[config.mk]
export PLATFORM = sky130hd
export DESIGN_NAME = can_bit_destuffer
export DESIGN_NICKNAME = d
export VERILOG_FILES = /design/src/rtl/can_bit_destuffer.sv
export SDC_FILE = /design/constraint.sdc
export NUM_CORES = 1
export LEC_CHECK = 0
export ABC_CLOCK_PERIOD_IN_PS = 3100
export BUFFER_PORTS_ARGS = -buffer_cell sky130_fd_sc_hd__buf_2
export CAP_MARGIN = 20
export CORE_UTILIZATION = 35
export DETAILED_ROUTE_END_ITERATION = 8
export GPL_ROUTABILITY_DRIVEN = 0
export PLACE_DENSITY = 0.59
export SYNTH_ARGS = -nofsm -noshare
export SYNTH_HDL_FRONTEND = slang
export SYNTH_SLANG_ARGS = --single-unit
[constraint.sdc]
create_clock -name clk -period 3.1 [get_ports clk]
set_input_delay 0.465 -clock clk [delete_from_list [all_inputs] [get_ports clk]]
set_output_delay 0.465 -clock clk [all_outputs]
set_load 0.1 [all_outputs]
[src/rtl/can_bit_destuffer.sv]
// CAN bit destuffer: bus integration, SOF detection and stuff-bit removal up to the CRC end.
// Delivers only data bits to the receiver as registered rx_point strobes.
module can_bit_destuffer #(
  parameter int unsigned STUFF_LEN     = 5,
  parameter int unsigned IDLE_BITS     = 11,
  parameter int unsigned EOF_IDLE_BITS = 10
) (
  input  logic clk,
  input  logic rst,
  input  logic sampled_bit,
  input  logic sample_point,
  input  logic stuff_stop,
  output logic rx_point,
  output logic rx_bit,
  output logic rx_bit_q,
  output logic sof_point,
  output logic frame_active,
  output logic bus_idle,
  output logic stuff_error
);

  localparam int unsigned RecMax = (IDLE_BITS > EOF_IDLE_BITS) ? IDLE_BITS : EOF_IDLE_BITS;
  localparam int unsigned RecW   = $clog2(RecMax + 1);
  localparam int unsigned RunW   = $clog2(STUFF_LEN + 1);

  typedef enum logic [2:0] {
    StIntegrate,
    StIdle,
    StStuffed,
    StUnstuffed,
    StError
  } state_e;

  state_e          state_q, state_d;
  logic [RunW-1:0] run_cnt_q, run_cnt_d;
  logic [RecW-1:0] rec_cnt_q, rec_cnt_d;
  logic            last_bit_q, last_bit_d;
  logic            expect_stuff_q, expect_stuff_d;
  logic            stop_pending_q, stop_pending_d;

  logic            rx_point_d, rx_bit_d, rx_prev_d;
  logic            sof_point_d, stuff_error_d, frame_active_d, bus_idle_d;

  logic [RecW-1:0] rec_inc;
  logic [RunW-1:0] run_inc;

  assign rec_inc = rec_cnt_q + RecW'(1);
  assign run_inc = (run_cnt_q == RunW'(STUFF_LEN)) ? run_cnt_q : run_cnt_q + RunW'(1);

  always_comb begin
    state_d        = state_q;
    run_cnt_d      = run_cnt_q;
    rec_cnt_d      = rec_cnt_q;
    last_bit_d     = last_bit_q;
    expect_stuff_d = expect_stuff_q;
    stop_pending_d = stop_pending_q;
    rx_point_d     = 1'b0;
    rx_bit_d       = rx_bit;
    sof_point_d    = 1'b0;
    stuff_error_d  = 1'b0;

    case (state_q)
      StIntegrate, StError: begin
        if (sample_point) begin
          if (!sampled_bit) begin
            rec_cnt_d = '0;
          end else if (rec_inc == RecW'(IDLE_BITS)) begin
            rec_cnt_d = '0;
            state_d   = StIdle;
          end else begin
            rec_cnt_d = rec_inc;
          end
        end
      end

      StIdle: begin
        if (sample_point && !sampled_bit) begin
          rx_point_d     = 1'b1;
          rx_bit_d       = 1'b0;
          sof_point_d    = 1'b1;
          run_cnt_d      = RunW'(1);
          last_bit_d     = 1'b0;
          expect_stuff_d = 1'b0;
          stop_pending_d = 1'b0;
          state_d        = StStuffed;
        end
      end

      StStuffed: begin
        if (sample_point) begin
          if (expect_stuff_q) begin
            if (sampled_bit == last_bit_q) begin
              stuff_error_d  = 1'b1;
              expect_stuff_d = 1'b0;
              stop_pending_d = 1'b0;
              rec_cnt_d      = '0;
              state_d        = StError;
            end else begin
              // Valid stuff bit: consumed silently, restarts the run.
              run_cnt_d      = RunW'(1);
              last_bit_d     = sampled_bit;
              expect_stuff_d = 1'b0;
              if (stop_pending_q) begin
                stop_pending_d = 1'b0;
                rec_cnt_d      = '0;
                state_d        = StUnstuffed;
              end
            end
          end else begin
            rx_point_d     = 1'b1;
            rx_bit_d       = sampled_bit;
            last_bit_d     = sampled_bit;
            run_cnt_d      = (sampled_bit == last_bit_q) ? run_inc : RunW'(1);
            expect_stuff_d = (run_cnt_d == RunW'(STUFF_LEN));
          end
        end
        // stuff_stop sees the post-sample view; a pending stuff bit is still checked.
        if (stuff_stop && state_d == StStuffed) begin
          if (expect_stuff_d) begin
            stop_pending_d = 1'b1;
          end else begin
            rec_cnt_d = '0;
            state_d   = StUnstuffed;
          end
        end
      end

      StUnstuffed: begin
        if (sample_point) begin
          rx_point_d = 1'b1;
          rx_bit_d   = sampled_bit;
          if (!sampled_bit) begin
            rec_cnt_d = '0;
          end else if (rec_inc == RecW'(EOF_IDLE_BITS)) begin
            rec_cnt_d = '0;
            state_d   = StIdle;
          end else begin
            rec_cnt_d = rec_inc;
          end
        end
      end

      default: begin
        rec_cnt_d = '0;
        state_d   = StIntegrate;
      end
    endcase

    rx_prev_d      = rx_point_d ? rx_bit : rx_bit_q;
    frame_active_d = (state_d == StStuffed) || (state_d == StUnstuffed);
    bus_idle_d     = (state_d == StIdle);
  end

  always_ff @(posedge clk) begin
    if (rst) begin
      state_q        <= StIntegrate;
      run_cnt_q      <= '0;
      rec_cnt_q      <= '0;
      last_bit_q     <= 1'b1;
      expect_stuff_q <= 1'b0;
      stop_pending_q <= 1'b0;
      rx_point       <= 1'b0;
      rx_bit         <= 1'b1;
      rx_bit_q       <= 1'b1;
      sof_point      <= 1'b0;
      stuff_error    <= 1'b0;
      frame_active   <= 1'b0;
      bus_idle       <= 1'b0;
    end else begin
      state_q        <= state_d;
      run_cnt_q      <= run_cnt_d;
      rec_cnt_q      <= rec_cnt_d;
      last_bit_q     <= last_bit_d;
      expect_stuff_q <= expect_stuff_d;
      stop_pending_q <= stop_pending_d;
      rx_point       <= rx_point_d;
      rx_bit         <= rx_bit_d;
      rx_bit_q       <= rx_prev_d;
      sof_point      <= sof_point_d;
      stuff_error    <= stuff_error_d;
      frame_active   <= frame_active_d;
      bus_idle       <= bus_idle_d;
    end
  end

endmodule
# Yosys cells after proc, flatten, opt, wreduce, memory -nomap -nowiden
# Cells that the tools add are included.
# op_classes
mux,59
n_shift,0
n_addsub,2
reduce_logical,14
n_eq_ne,19
bitwise,4
div,0
multipliers,0
order_cmp,0
# op_table
cell,count
3-bit two-way mux,20
4-bit two-way mux,12
1-bit two-way mux,19
4-bit case mux with 4 select lines,1
"3-bit by 2-bit equality test with 1-bit output, second input constant",5
3-bit case mux with 4 select lines,1
"2-bit != test, second input constant",5
"3-bit equality test, second input constant",3
"4-bit equality test, second input constant",2
"3-bit by 1-bit equality test with 1-bit output, second input constant",2
1-bit case mux with 2 select lines,3
1-bit case mux with 3 select lines,2
3-bit case mux with 2 select lines,1
5-bit AND reduction,1
"4-bit by 1-bit adder with 4-bit output, second input constant",1
1-bit inverter,4
4-bit AND reduction,1
2-bit OR reduction,2
4-bit OR reduction,1
"3-bit by 1-bit adder with 3-bit output, second input constant",1
3-bit logical NOT,1
"3-bit != test, second input constant",1
3-bit AND reduction,1
3-bit nonzero test,1
other kinds (6),7
# word_totals
out_inout_bits,7
register_bits,20
ramBits,0
memories,0
input_bits,5
latchBits,0
mem_bits_ro,0
word_cells,111

# Depth between registers and ports, before layout
# Gate-level depths: netlist (run 1).
# logic_depth
depth_word,12
mapped_depth,7
depth_no_buf,7

# Worst setup path after synthesis (run 1)
# OpenSTA, ideal clock, no wires.
# synth_timing
path_type,reg2reg
from,register run_cnt_q[0]
to,register rec_cnt_q[3]
stages_incl_launch_ff,7
synth_period_minus_slack_ns,1.718
path_slack_ns,1.382
setup_time_ns,0.058
required_ns,3.042
arrival_time_ns,1.660
n_path_buf,0
cell_sequence,dfxtp_1 ha_1 and3b_1 nor4_4 a31oi_4 a221oi_2 a211o_1
# synth_via
elab_chain_cells,10
word_cells_on_any_way,11
classes_between,1 x add/sub; 2 x eq/ne; 8 x mux
# synth_lines
element,line,source
start: declaration,35,"logic [RunW-1:0] run_cnt_q, run_cnt_d;"
start signal: assignment,171,run_cnt_q <= run_cnt_d;
3-bit by 1-bit adder with 3-bit output / 3-bit equality test (equally long branches),48,assign run_inc = (run_cnt_q == RunW'(STUFF_LEN)) ? run_cnt_q : run_cnt_q + RunW'(1);
3-bit two-way mux (*),48,
3-bit two-way mux (*),113,run_cnt_d = (sampled_bit == last_bit_q) ? run_inc : RunW'(1);
3-bit equality test (*),114,expect_stuff_d = (run_cnt_d == RunW'(STUFF_LEN));
1-bit two-way mux (*),91,if (expect_stuff_q) begin
1-bit two-way mux (*),90,if (sample_point) begin
1-bit two-way mux (*),62,case (state_q)
4-bit two-way mux (*),119,if (expect_stuff_d) begin
4-bit two-way mux (*),118,if (stuff_stop && state_d == StStuffed) begin
4-bit case mux with 4 select lines (*),62,
end signal: assignment,172,rec_cnt_q <= rec_cnt_d;
end: declaration,36,"logic [RecW-1:0] rec_cnt_q, rec_cnt_d;"
# Mark *: on every way between the ends. The rest lies on a longest branch, timed or not. The select of a mux whose other input is x is not followed.
# A chain may end at the register's enable or synchronous reset.

# Worst setup path in the final report (run 1)
# layout_timing
from,register rec_cnt_q[0]
to,register rec_cnt_q[3]
# layout_via
elab_chain_cells,6
word_cells_on_any_way,10
classes_between,1 x add/sub; 2 x eq/ne; 7 x mux
# layout_lines
element,line,source
4-bit by 1-bit adder with 4-bit output (*),47,assign rec_inc = rec_cnt_q + RecW'(1);
4-bit equality test (on tied branches),"134, 67",
4-bit two-way mux (on tied branches),"134, 67",
4-bit two-way mux (on tied branches),"132, 65",
4-bit two-way mux (on tied branches),"129, 64",
4-bit case mux with 4 select lines (*),62,
# Marked as above.

==> qor.yml, run 1 <==
clock.fmax_mhz: 488
period_needed_ns: 2.05
core_sq_mm: 0.00339
grt_start_max_net_pins: 19
drt_drc_violations_left: 0
postRouteAntennaNets: 0
number_of_buffers_inserted_during_clock_tree_synthesis: 3
post_cts.resized_instances: 0
worst-endpoint-arrival_ns: 2.26
hold_buffers: 0
chipWidth_microns: 62.2
yosys_reg_bits: 20
timing.critical_path.from_type: "register"
final_setup_tns_ns: 0
drive_gt1_share_pct: 14.0
synth_nets: 160
worst_setup_hold_path_clk_slew_ns: 0.11
drt_pre_antenna_iters: 4
totalWireLength_mm: 2.73
synth.cell_area_sq_mm: 0.00127
cts_max_path_buffers: 2
report.final.hold_viol_count: 0
worst_skew_pair.late_latency_ns: 0.31
maxCapViolCount: 0
insertedDiodeCount: 0
die_height_microns: 62.2
synthDominantCellAreaShare_pct: 31.6
synth_seq_area_share_pct: 31.6
synth_cell_types: 45
run_status: "completed"
cp-end-kind: "register"
layout.area.seq_sq_um: 400
critical_path.slowest_cell: "dfxtp_1"
hold_path_class: "register to register"
dpl.hpwl_mm: 1.99
area_growth_syn_to_layout_pct: 8.09
ys_warn_count: 0
num_io_pins: 12
grt_pass1_wl_mm: 4.67
timing.critical_path.required_ns: 3.31
static_leakage_nw: 0.527
fin_worst_skew_ns: 0.00267
tritoncts_clock_tree: "done"
globalRouteTotalUtil_pct: 15.0
grt_pass1_vias: 1045
power_per_cell_area_mw_per_mm2: 302
fp.dieArea_sq_mm: 0.00387
grt_overflow: 0
syn_avg_cell_area_sq_um: 8.45
vdd.ir_drop.worst_uv: 111
nets: 169
max-slew-margin-rel_pct: 62.8
dr.max_layer_used: "met4"
postCtsSetupBuffers: 0
nFillCells: 340
initial_antenna_violation_count: 0
multiInputGateArea_sq_um: 808
port_buffers: 11
layout.cells.non_filler: 203
crit_path_max_incr_delay_ns: 0.40
via_count: 1145
count_of_endpoints_failing_setup_in_the_final_report: 0
synth_area_leader_cell: "dfxtp_1"
critPathTopFamily: "compound AO/OA/AOI/OAI gates"
crit_chain: "ha_1 -> nor3b_1 -> a21oi_1 -> a22oi_1 -> nor3_1 -> a211o_1"
row_count: 21
critPathBufInv: 0
routed_wire_length_on_met3_microns: 135
netlist_top_cells_area: "dfxtp_1 32%, ha_1 4.9%, nand2b_1 4.9%"
largest_fanout_on_the_critical_path: 8
grt_setup_unrepaired: "false"
min_period_over_period_pct: 66.1
clock-sinks: 20
worst_pin_slew_ns: 0.556
m1WireLength_mm: 1.30
met2WireLength_mm: 1.24
detailedRoute.firstIterationViolations: 51
cts.htree.levels: 1
via_per_inst: 5.64
initial_utilization_pct: 37.4
slew_viol_final: 0
detail_route.wl_per_cell_microns: 13.4
placedCellCount: 200
critPathKind: "register to register"
cts_root_buf: "clkbuf_4"
syn_inst: 150
[cells in the mapped netlist, drive strengths merged]
master   number
nor2          9
a211oi        3
o31ai         1
a41oi         1
o21a          2
nand2b       10
nor3b         2
o211a         1
clkbuf        2
o211ai        1
a31oi         2
buf           5
o31a          1
and2          4
xor2          1
inv           7
nor4          4
or2           1
and4b         1
a21o          3
a21oi        12
a22oi         1
o221ai        1
nor2b         6
a221oi        2
mux2          1
and3b         2
o21ai         4
nand3b        3
nor3          4
a21boi        2
a211o         5
a31o          1
o2111ai       5
nand2        10
nand4         2
nand3         3
dfxtp        20
ha            5
[logic make-up (layout without fill, tap and decap cells)]
| family | count (synthesis) | in the layout | synth area share (%) |
|---|---|---|---|
| adder cells (fa/ha/maj) | 5 | 5 | 4.94 |
| multiplexers | 1 | 1 | 0.888 |
| XOR/XNOR | 1 | 1 | 1.28 |
| AND/OR/NAND/NOR | 61 | 61 | 28.0 |
| AO/OA/AOI/OAI | 48 | 48 | 28.6 |
| buffers and inverters | 14 | 21 | 4.64 |
| flip-flops | 20 | 20 | 31.6 |
[state kept, by name, indices dropped and copies added (netlist names)]
name and cells:
bus_idle 1, expect_stuff_q 1, frame_active 1, last_bit_q 1, rec_cnt_q 4, run_cnt_q 3
rx_bit 1, rx_bit_q 1, rx_point 1, sof_point 1, state_q 3, stop_pending_q 1
stuff_error 1
[final timing paths]
path	from	to	slack, ns	depth (start not counted)
worst max-delay path	rec_cnt_q[0]$_SDFFE_PP0P_	rec_cnt_q[3]$_SDFFE_PP0P_	1.05	6
worst min-delay path	rx_bit$_SDFFE_PP1P_	rx_bit_q$_SDFFE_PP1P_	0.51	1
worst max register to register	rec_cnt_q[0]$_SDFFE_PP0P_	rec_cnt_q[3]$_SDFFE_PP0P_	1.05	6
worst min register to register	rx_bit$_SDFFE_PP1P_	rx_bit_q$_SDFFE_PP1P_	0.51	1
[metrics by stage]
stage	total power, mW	worst slack, ns	util, %	hold WS, ns	instance area, sq um
after global routing	0.432	0.997	40.4	0.520	1370
final	0.414	1.05	40.4	0.507	1370
after global placement	0.291	1.15	39.8	0.460	1350
after floorplan	0.283	1.38	-	0.475	1270
after CTS	0.420	1.11	40.4	0.516	1370
after detailed placement	0.292	1.12	39.8	0.476	1350
[per-layer routing]
metal | global-route usage, % | up-vias
met4 | 7.56 | 0
met5 | 0 | -
li1 | - | 568
met2 | 23.4 | 37
met1 | 19.8 | 535
met3 | 2.57 | 5
[placed cells by master, fill, tap and decap left out, types with 2 or more instances in the layout]
| master | synthesis | routed |
|---|---|---|
| buf_2 | 5 | 11 |
| ha_1 | 5 | 5 |
| nand3_1 | 3 | 3 |
| a211o_1 | 4 | 4 |
| nor4_1 | 3 | 3 |
| a21o_1 | 3 | 3 |
| nand2b_1 | 10 | 10 |
| nor3b_1 | 2 | 2 |
| a21oi_1 | 12 | 12 |
| inv_1 | 7 | 7 |
| o2111ai_1 | 5 | 5 |
| o21ai_1 | 3 | 3 |
| and3b_1 | 2 | 2 |
| o21a_1 | 2 | 2 |
| a21boi_1 | 2 | 2 |
| nand4_1 | 2 | 2 |
| nor3_1 | 4 | 4 |
| nand3b_1 | 3 | 3 |
| a211oi_1 | 3 | 3 |
| dfxtp_1 | 20 | 20 |
| nand2_1 | 10 | 10 |
| and2_1 | 3 | 3 |
| clkbuf_4 | 0 | 3 |
| nor2_1 | 9 | 9 |
| nor2b_1 | 6 | 6 |
[layout make-up]
type	instances	area share, %
clock buffer	3	1.64
inverter	7	1.92
multi-input combinational	116	59.0
sequential	20	29.2
tap	46	4.20
timing repair buffer	11	4.02
[power breakdown]
group          internal [mW]  switching (mW)
Sequential             0.258         0.00215
Combinational        0.00812          0.0180
Clock                 0.0455          0.0822
(Power assumes the default switching activity.)
==> run 2, diff against run 1 <==
--- a/config.mk
+++ b/config.mk
@@ -5,7 +5,7 @@
 export SDC_FILE = /design/constraint.sdc
 export NUM_CORES = 1
 export LEC_CHECK = 0
-export ABC_CLOCK_PERIOD_IN_PS = 3100
+export ABC_CLOCK_PERIOD_IN_PS = 1930
 export BUFFER_PORTS_ARGS = -buffer_cell sky130_fd_sc_hd__buf_2
 export CAP_MARGIN = 20
 export CORE_UTILIZATION = 35
==> constraint.sdc (replaced) <==
create_clock -name clk -period 1.93 [get_ports clk]
set_input_delay 0.2895 -clock clk [delete_from_list [all_inputs] [get_ports clk]]
set_output_delay 0.2895 -clock clk [all_outputs]
set_load 0.1 [all_outputs]
==> qor.yml, run 2 (same netlist as run 1, synthesis figures left out) <==
report.final.hold_viol_count: 0  # unchanged
vdd.ir_drop.worst_uv: 287  # was 111 uV
timing.critical_path.from_type: "register"  # unchanged
dpl.hpwl_mm: 2.16  # was 1.99 mm
max-slew-margin-rel_pct: 68.0  # was 62.8%
worst_setup_hold_path_clk_slew_ns: 0.11  # about the same
grt_pass1_wl_mm: 4.94  # was 4.67 mm
critPathKind: "register to register"  # unchanged
switching_share_pct: 22.7  # was 24.7%
totalWireLength_mm: 2.91  # was 2.73 mm
globalRouteTotalUtil_pct: 15.4  # was 15.0%
most-common-layout-cells: "18 x dfxtp_1, 12 x a21oi_1, 11 x buf_2, 10 x nand2b_1, 10 x nand2_1"  # was 20 x dfxtp_1, 12 x a21oi_1, 11 x buf_2, 10 x nand2b_1, 10 x nand2_1
critPathTopFamily: "compound AO/OA/AOI/OAI gates"  # unchanged
reg2regPathDepth: 6  # unchanged
drt_drc_violations_left: 0  # unchanged
insertedDiodeCount: 0  # unchanged
port_buffers: 11  # unchanged
area_growth_syn_to_layout_pct: 14.3  # was 8.09%
layout.area.seq_sq_um: 403  # was 400 sq um
num_io_pins: 12  # unchanged
via_count: 1175  # was 1145
clock-sinks: 20  # unchanged
multiInputGateArea_sq_um: 826  # was 808 sq um
intPower_uw: 547  # was 311 uW
biggestRegsByFlops: "rec_cnt_q x4, run_cnt_q x3, state_q x3"  # unchanged
critical_path.slowest_cell: "dfxtp_1"  # unchanged
cp-end-kind: "register"  # unchanged
largest_register: "rec_cnt_q"  # unchanged
critPathCapture: "rec_cnt_q[3]$_SDFFE_PP0P_"  # unchanged
slew_viol_final: 0  # unchanged
post_cts.resized_instances: 0  # unchanged
postRouteAntennaNets: 0  # unchanged
detailedRoute.firstIterationViolations: 37  # was 51
fp.dieArea_sq_mm: 0.00387  # unchanged
nFillCells: 351  # was 340
static_leakage_nw: 0.572  # was 0.527 nW
critPathBufInv: 0  # unchanged
crit_start: "rec_cnt_q[0]$_SDFFE_PP0P_"  # unchanged
run_status: "completed"  # unchanged
comb_power_share_pct: 7.5  # was 6.3%
tritoncts_clock_tree: "done"  # unchanged
row_count: 21  # unchanged
grt_overflow: 0  # unchanged
final_critical_path_setup_slack_ns: 0.111  # was 1.05 ns
postCtsSetupBuffers: 0  # unchanged
totalPowerFinal_uw: 708  # was 414 uW
grt_start_max_net_pins: 19  # unchanged
grt_pass1_vias: 1146  # was 1045
timing.critical_path.required_ns: 2.14  # was 3.31 ns
drive_gt1_share_pct: 19.5  # was 14.0%
largest_reg_flops: 4  # unchanged
hold_buffers: 0  # unchanged
largest_fanout_on_the_critical_path: 3  # was 8
maxCapViolCount: 0  # unchanged
drt_pre_antenna_iters: 4  # unchanged
fin_worst_skew_ns: 0.00769  # was 0.00267 ns
via_per_inst: 5.60  # was 5.64
cts.htree.levels: 1  # unchanged
ff2ff_setup_slack_ns: 0.11  # was 1.05 ns
min_period_over_period_pct: 94.2  # was 66.1%
power_per_cell_area_mw_per_mm2: 488  # was 302 mW/mm^2
die_height_microns: 62.2  # unchanged
final_setup_tns_ns: 0  # unchanged
cts_root_buf: "clkbuf_4"  # unchanged
crit_chain: "ha_1 -> nor3b_1 -> a21oi_1 -> a22oi_1 -> nor3_1 -> a211o_1"  # unchanged
crit_path_max_incr_delay_ns: 0.34  # was 0.40 ns
nets: 175  # was 169
cts_max_path_buffers: 2  # unchanged
layout.cells.most_common: "dfxtp_1"  # unchanged
core_sq_mm: 0.00339  # unchanged
detail_route.wl_per_cell_microns: 13.8  # was 13.4 microns
count_of_endpoints_failing_setup_in_the_final_report: 0  # unchanged
critical_path_cell_count: 6  # unchanged
r2r_end: "rec_cnt_q[3]$_SDFFE_PP0P_"  # unchanged
placed_cell_area_sq_mm: 0.00139  # was 0.00135 sq mm
number_of_buffers_inserted_during_clock_tree_synthesis: 3  # unchanged
dpl_worst_slack_ns: 0.0478  # was 1.12 ns
period_needed_ns: 1.82  # was 2.05 ns
timing.rr.start: "rec_cnt_q[0]$_SDFFE_PP0P_"  # unchanged
clock_power_share_pct: 33.9  # was 30.8%
initial_antenna_violation_count: 0  # unchanged
initial_utilization_pct: 37.4  # unchanged
switching_power_uw: 161  # was 102 uW
worst_pin_slew_ns: 0.483  # was 0.556 ns
chipWidth_microns: 62.2  # unchanged
seq_power_share_pct: 58.7  # was 62.8%
worst-endpoint-arrival_ns: 2.02  # was 2.26 ns
clock.fmax_mhz: 550  # was 488 MHz
grt_setup_unrepaired: "false"  # unchanged
final_util_pct: 42.7  # was 40.4%
hold_path_class: "primary input to register"  # was register to register
layout.cell_area.non_filler_sq_mm: 0.00145  # was 0.00137 sq mm
worst_skew_pair.late_latency_ns: 0.30  # was 0.31 ns
==> run 2: worst min-delay path by stage <==
stage / slack, ns / to / cells past startpoint / startpoint
6_report: 0.32 / run_cnt_q[1]$_SDFFE_PP0P_ / 3 / sample_point
5_1_grt: 0.32 / run_cnt_q[1]$_SDFFE_PP0P_ / 3 / sample_point
3_5_place_dp: 0.49 / rx_bit_q$_SDFFE_PP1P_ / 1 / rx_bit$_SDFFE_PP1P_
3_3_place_gp: 0.45 / rx_bit_q$_SDFFE_PP1P_ / 1 / rx_bit$_SDFFE_PP1P_
4_1_cts: 0.32 / run_cnt_q[1]$_SDFFE_PP0P_ / 3 / sample_point
2_1_floorplan: 0.47 / run_cnt_q[2]$_SDFFE_PP0P_ / 2 / run_cnt_q[2]$_SDFFE_PP0P_
==> run 2: worst reg2reg max path: cells and delay by family, from the launching register on <==
kind                       cells  cell delay, ns
AOI/OAI and AO/OA              3            0.75
and+or+nand+nor                2            0.43
DFF                            1            0.34
adders and majority gates      1            0.22
==> run 2: layout make-up <==
cell class | instances | area share (%)
multi-input cells | 116 | 57.0
inverters | 7 | 1.81
flip-flops and latches | 20 | 27.8
clock buffers | 4 | 2.50
well taps | 46 | 3.97
repair buffers | 17 | 6.91
==> run 2: routing by layer <==
metal / GRT usage [%] / vias up / wire, microns / part of all wire, %
met3: 3.31 / 4 / 80 / 2.8
met1: 19.8 / 575 / 1450 / 50
met5: 0 / - / 0 / 0
li1: - / 580 / - / -
met2: 25.7 / 16 / 1350 / 46
met4: 4.36 / 0 / 32 / 1.1
==> run 2: per-stage QoR <==
stage          hold slack [ns]  instances
6_report                 0.323        210
2_1_floorplan            0.475        150
3_5_place_dp             0.487        206
4_1_cts                  0.323        210
5_1_grt                  0.323        210
3_3_place_gp             0.454        206
==> run 2: power groups by stage <==
stage | registers, mW | clock network (mW) | logic, mW
after CTS | 0.415 | 0.250 | 0.0497
after global placement | 0.424 | 0 | 0.0481
after floorplan | 0.426 | 0 | 0.0293
after global routing | 0.416 | 0.272 | 0.0574
after detailed placement | 0.425 | 0 | 0.0494
final | 0.415 | 0.240 | 0.0529
==> run 3, diff against run 2 <==
--- a/config.mk
+++ b/config.mk
@@ -8,10 +8,11 @@
 export ABC_CLOCK_PERIOD_IN_PS = 1930
 export BUFFER_PORTS_ARGS = -buffer_cell sky130_fd_sc_hd__buf_2
 export CAP_MARGIN = 20
-export CORE_UTILIZATION = 35
+export CORE_UTILIZATION = 30
+export CTS_BUF_LIST = sky130_fd_sc_hd__clkbuf_4 sky130_fd_sc_hd__clkbuf_8 sky130_fd_sc_hd__clkbuf_16
 export DETAILED_ROUTE_END_ITERATION = 8
 export GPL_ROUTABILITY_DRIVEN = 0
-export PLACE_DENSITY = 0.59
+export PLACE_DENSITY = 0.53
 export SYNTH_ARGS = -nofsm -noshare
 export SYNTH_HDL_FRONTEND = slang
 export SYNTH_SLANG_ARGS = --single-unit
==> qor.yml, run 3 (same netlist as run 1, synthesis figures left out) <==
run_status: "completed"  # unchanged
biggestRegsByFlops: "rec_cnt_q x4, run_cnt_q x3, state_q x3"  # unchanged
slew_viol_final: 0  # unchanged
initial_antenna_violation_count: 0  # unchanged
critPathKind: "register to register"  # unchanged
switching_power_uw: 172  # was 161 uW
grt_setup_unrepaired: "true"  # was false
placedCellCount: 209  # was 206
num_io_pins: 12  # unchanged
critPathBufInv: 0  # unchanged
number_of_buffers_inserted_during_clock_tree_synthesis: 3  # unchanged
max-slew-margin-rel_pct: 59.6  # was 68.0%
postCtsSetupBuffers: 0  # unchanged
postRouteAntennaNets: 0  # unchanged
min_period_over_period_pct: 96.6  # was 94.2%
period_needed_ns: 1.86  # was 1.82 ns
placed_cell_area_sq_mm: 0.00139  # about the same
port_buffers: 11  # unchanged
comb_power_share_pct: 6.9  # was 7.5%
fp.dieArea_sq_mm: 0.00449  # was 0.00387 sq mm
layout.cells.non_filler: 212  # was 210
seq_power_share_pct: 55.9  # was 58.7%
initial_utilization_pct: 31.5  # was 37.4%
drive_gt1_share_pct: 17.9  # was 19.5%
final_util_pct: 36.0  # was 42.7%
fin_worst_skew_ns: 0.00392  # was 0.00769 ns
report.final.hold_viol_count: 0  # unchanged
grt_pass1_vias: 1034  # was 1146
intPower_uw: 571  # was 547 uW
layout.cells.most_common: "dfxtp_1"  # unchanged
largest_fanout_on_the_critical_path: 14  # was 3
die_height_microns: 67  # was 62.2 microns
cts_max_path_buffers: 2  # unchanged
hold_buffers: 0  # unchanged
vdd.ir_drop.worst_uv: 233  # was 287 uV
worst_setup_hold_path_clk_slew_ns: 0.07  # was 0.11 ns
insertedDiodeCount: 0  # unchanged
chipWidth_microns: 67  # was 62.2 microns
grt_overflow: 0  # unchanged
totalWireLength_mm: 2.87  # was 2.91 mm
most-common-layout-cells: "19 x dfxtp_1, 12 x a21oi_1, 11 x buf_2, 10 x nand2b_1, 10 x nand2_1"  # was 18 x dfxtp_1, 12 x a21oi_1, 11 x buf_2, 10 x nand2b_1, 10 x nand2_1
cts_root_buf: "clkbuf_8"  # was clkbuf_4
final_setup_tns_ns: 0  # unchanged
critical_path.slowest_cell: "dfxtp_1"  # unchanged
grt_pass1_wl_mm: 4.74  # was 4.94 mm
via_count: 1162  # was 1175
static_leakage_nw: 0.571  # was 0.572 nW
dpl_worst_slack_ns: 0.0171  # was 0.0478 ns
worst_pin_slew_ns: 0.600  # was 0.483 ns
globalRouteTotalUtil_pct: 14.1  # was 15.4%
grt_start_max_net_pins: 19  # unchanged
count_of_endpoints_failing_setup_in_the_final_report: 0  # unchanged
largest_reg_flops: 4  # unchanged
totalPowerFinal_uw: 742  # was 708 uW
row_count: 23  # was 21
worst-endpoint-arrival_ns: 2.04  # was 2.02 ns
timing.critical_path.required_ns: 2.10  # was 2.14 ns
cp-end-kind: "register"  # unchanged
clock.fmax_mhz: 537  # was 550 MHz
area_growth_syn_to_layout_pct: 14.3  # unchanged
timing.critical_path.from_type: "register"  # unchanged
drt_drc_violations_left: 0  # unchanged
via_per_inst: 5.48  # was 5.60
tritoncts_clock_tree: "done"  # unchanged
maxCapViolCount: 0  # unchanged
detail_route.wl_per_cell_microns: 13.5  # was 13.8 microns
nets: 174  # was 175
critPathTopFamily: "simple AND/OR/NAND/NOR gates"  # was compound AO/OA/AOI/OAI gates
switching_share_pct: 23.1  # was 22.7%
cts.htree.levels: 1  # unchanged
final_critical_path_setup_slack_ns: 0.0665  # was 0.111 ns
detailedRoute.firstIterationViolations: 36  # was 37
largest_register: "rec_cnt_q"  # unchanged
core_sq_mm: 0.00403  # was 0.00339 sq mm
drt_pre_antenna_iters: 4  # unchanged
worst_skew_pair.late_latency_ns: 0.26  # was 0.30 ns
hold_path_class: "primary input to register"  # unchanged
dpl.hpwl_mm: 2.11  # was 2.16 mm
clock_power_share_pct: 37.2  # was 33.9%
clock-sinks: 20  # unchanged
power_per_cell_area_mw_per_mm2: 512  # was 488 mW/mm^2
crit_path_max_incr_delay_ns: 0.57  # was 0.34 ns
layout.cell_area.non_filler_sq_mm: 0.00145  # unchanged
crit_chain: "nand2b_1 -> nor4_1 -> a31oi_1 -> o31ai_1"  # was ha_1 -> nor3b_1 -> a21oi_1 -> a22oi_1 -> nor3_1 -> a211o_1
hold_worst_slack_ns: 0.414  # was 0.323 ns
run 3: worst reg2reg max path: stages, from the launching register on:
cell,delay (ns)
dfxtp_1,0.57
nand2b_1,0.27
nor4_1,0.52
a31oi_1,0.21
o31ai_1,0.22
run 3: area by class of cell:
cell class / instances / area [sq um]
repair buffers: 16 / 92.6
clock buffers: 3 / 41.3
multi-input cells: 116 / 825
well taps: 50 / 62.6
fillers: 425 / 2580
inverters: 7 / 26.3
flip-flops and latches: 20 / 402
run 3: metal layers:
layer,wire length (microns),GRT usage [%],vias to the layer above
met1,1420,18.1,549
met3,99,2.57,5
met2,1300,22.1,29
li1,-,-,579
met5,0,0,-
met4,51,6.91,0
run 3: timing repair:
item / CTS / global route
gates resized for setup: 1 / 2
pin swaps: 0 / 1
endpoints found under the setup margin: 1 / 5
cloned: 0 / 0
run 3: power groups by stage:
stage / Sequential, mW / Clock [mW] / Combinational [mW]
final: 0.415 / 0.276 / 0.0511
after global routing: 0.415 / 0.300 / 0.0569
after global placement: 0.425 / 0 / 0.0485
after detailed placement: 0.425 / 0 / 0.0488
after floorplan: 0.426 / 0 / 0.0293
after CTS: 0.415 / 0.281 / 0.0513
run 3: final timing paths:
check	start	endpoint	slack, ns	cells past startpoint
max	state_q[1]$_SDFF_PP0_	run_cnt_q[1]$_SDFFE_PP0P_	0.07	4
min	rst	expect_stuff_q$_SDFFE_PP0P_	0.41	2
max reg2reg	state_q[1]$_SDFF_PP0_	run_cnt_q[1]$_SDFFE_PP0P_	0.07	4
min reg2reg	rx_bit$_SDFFE_PP1P_	rx_bit_q$_SDFFE_PP1P_	0.49	1
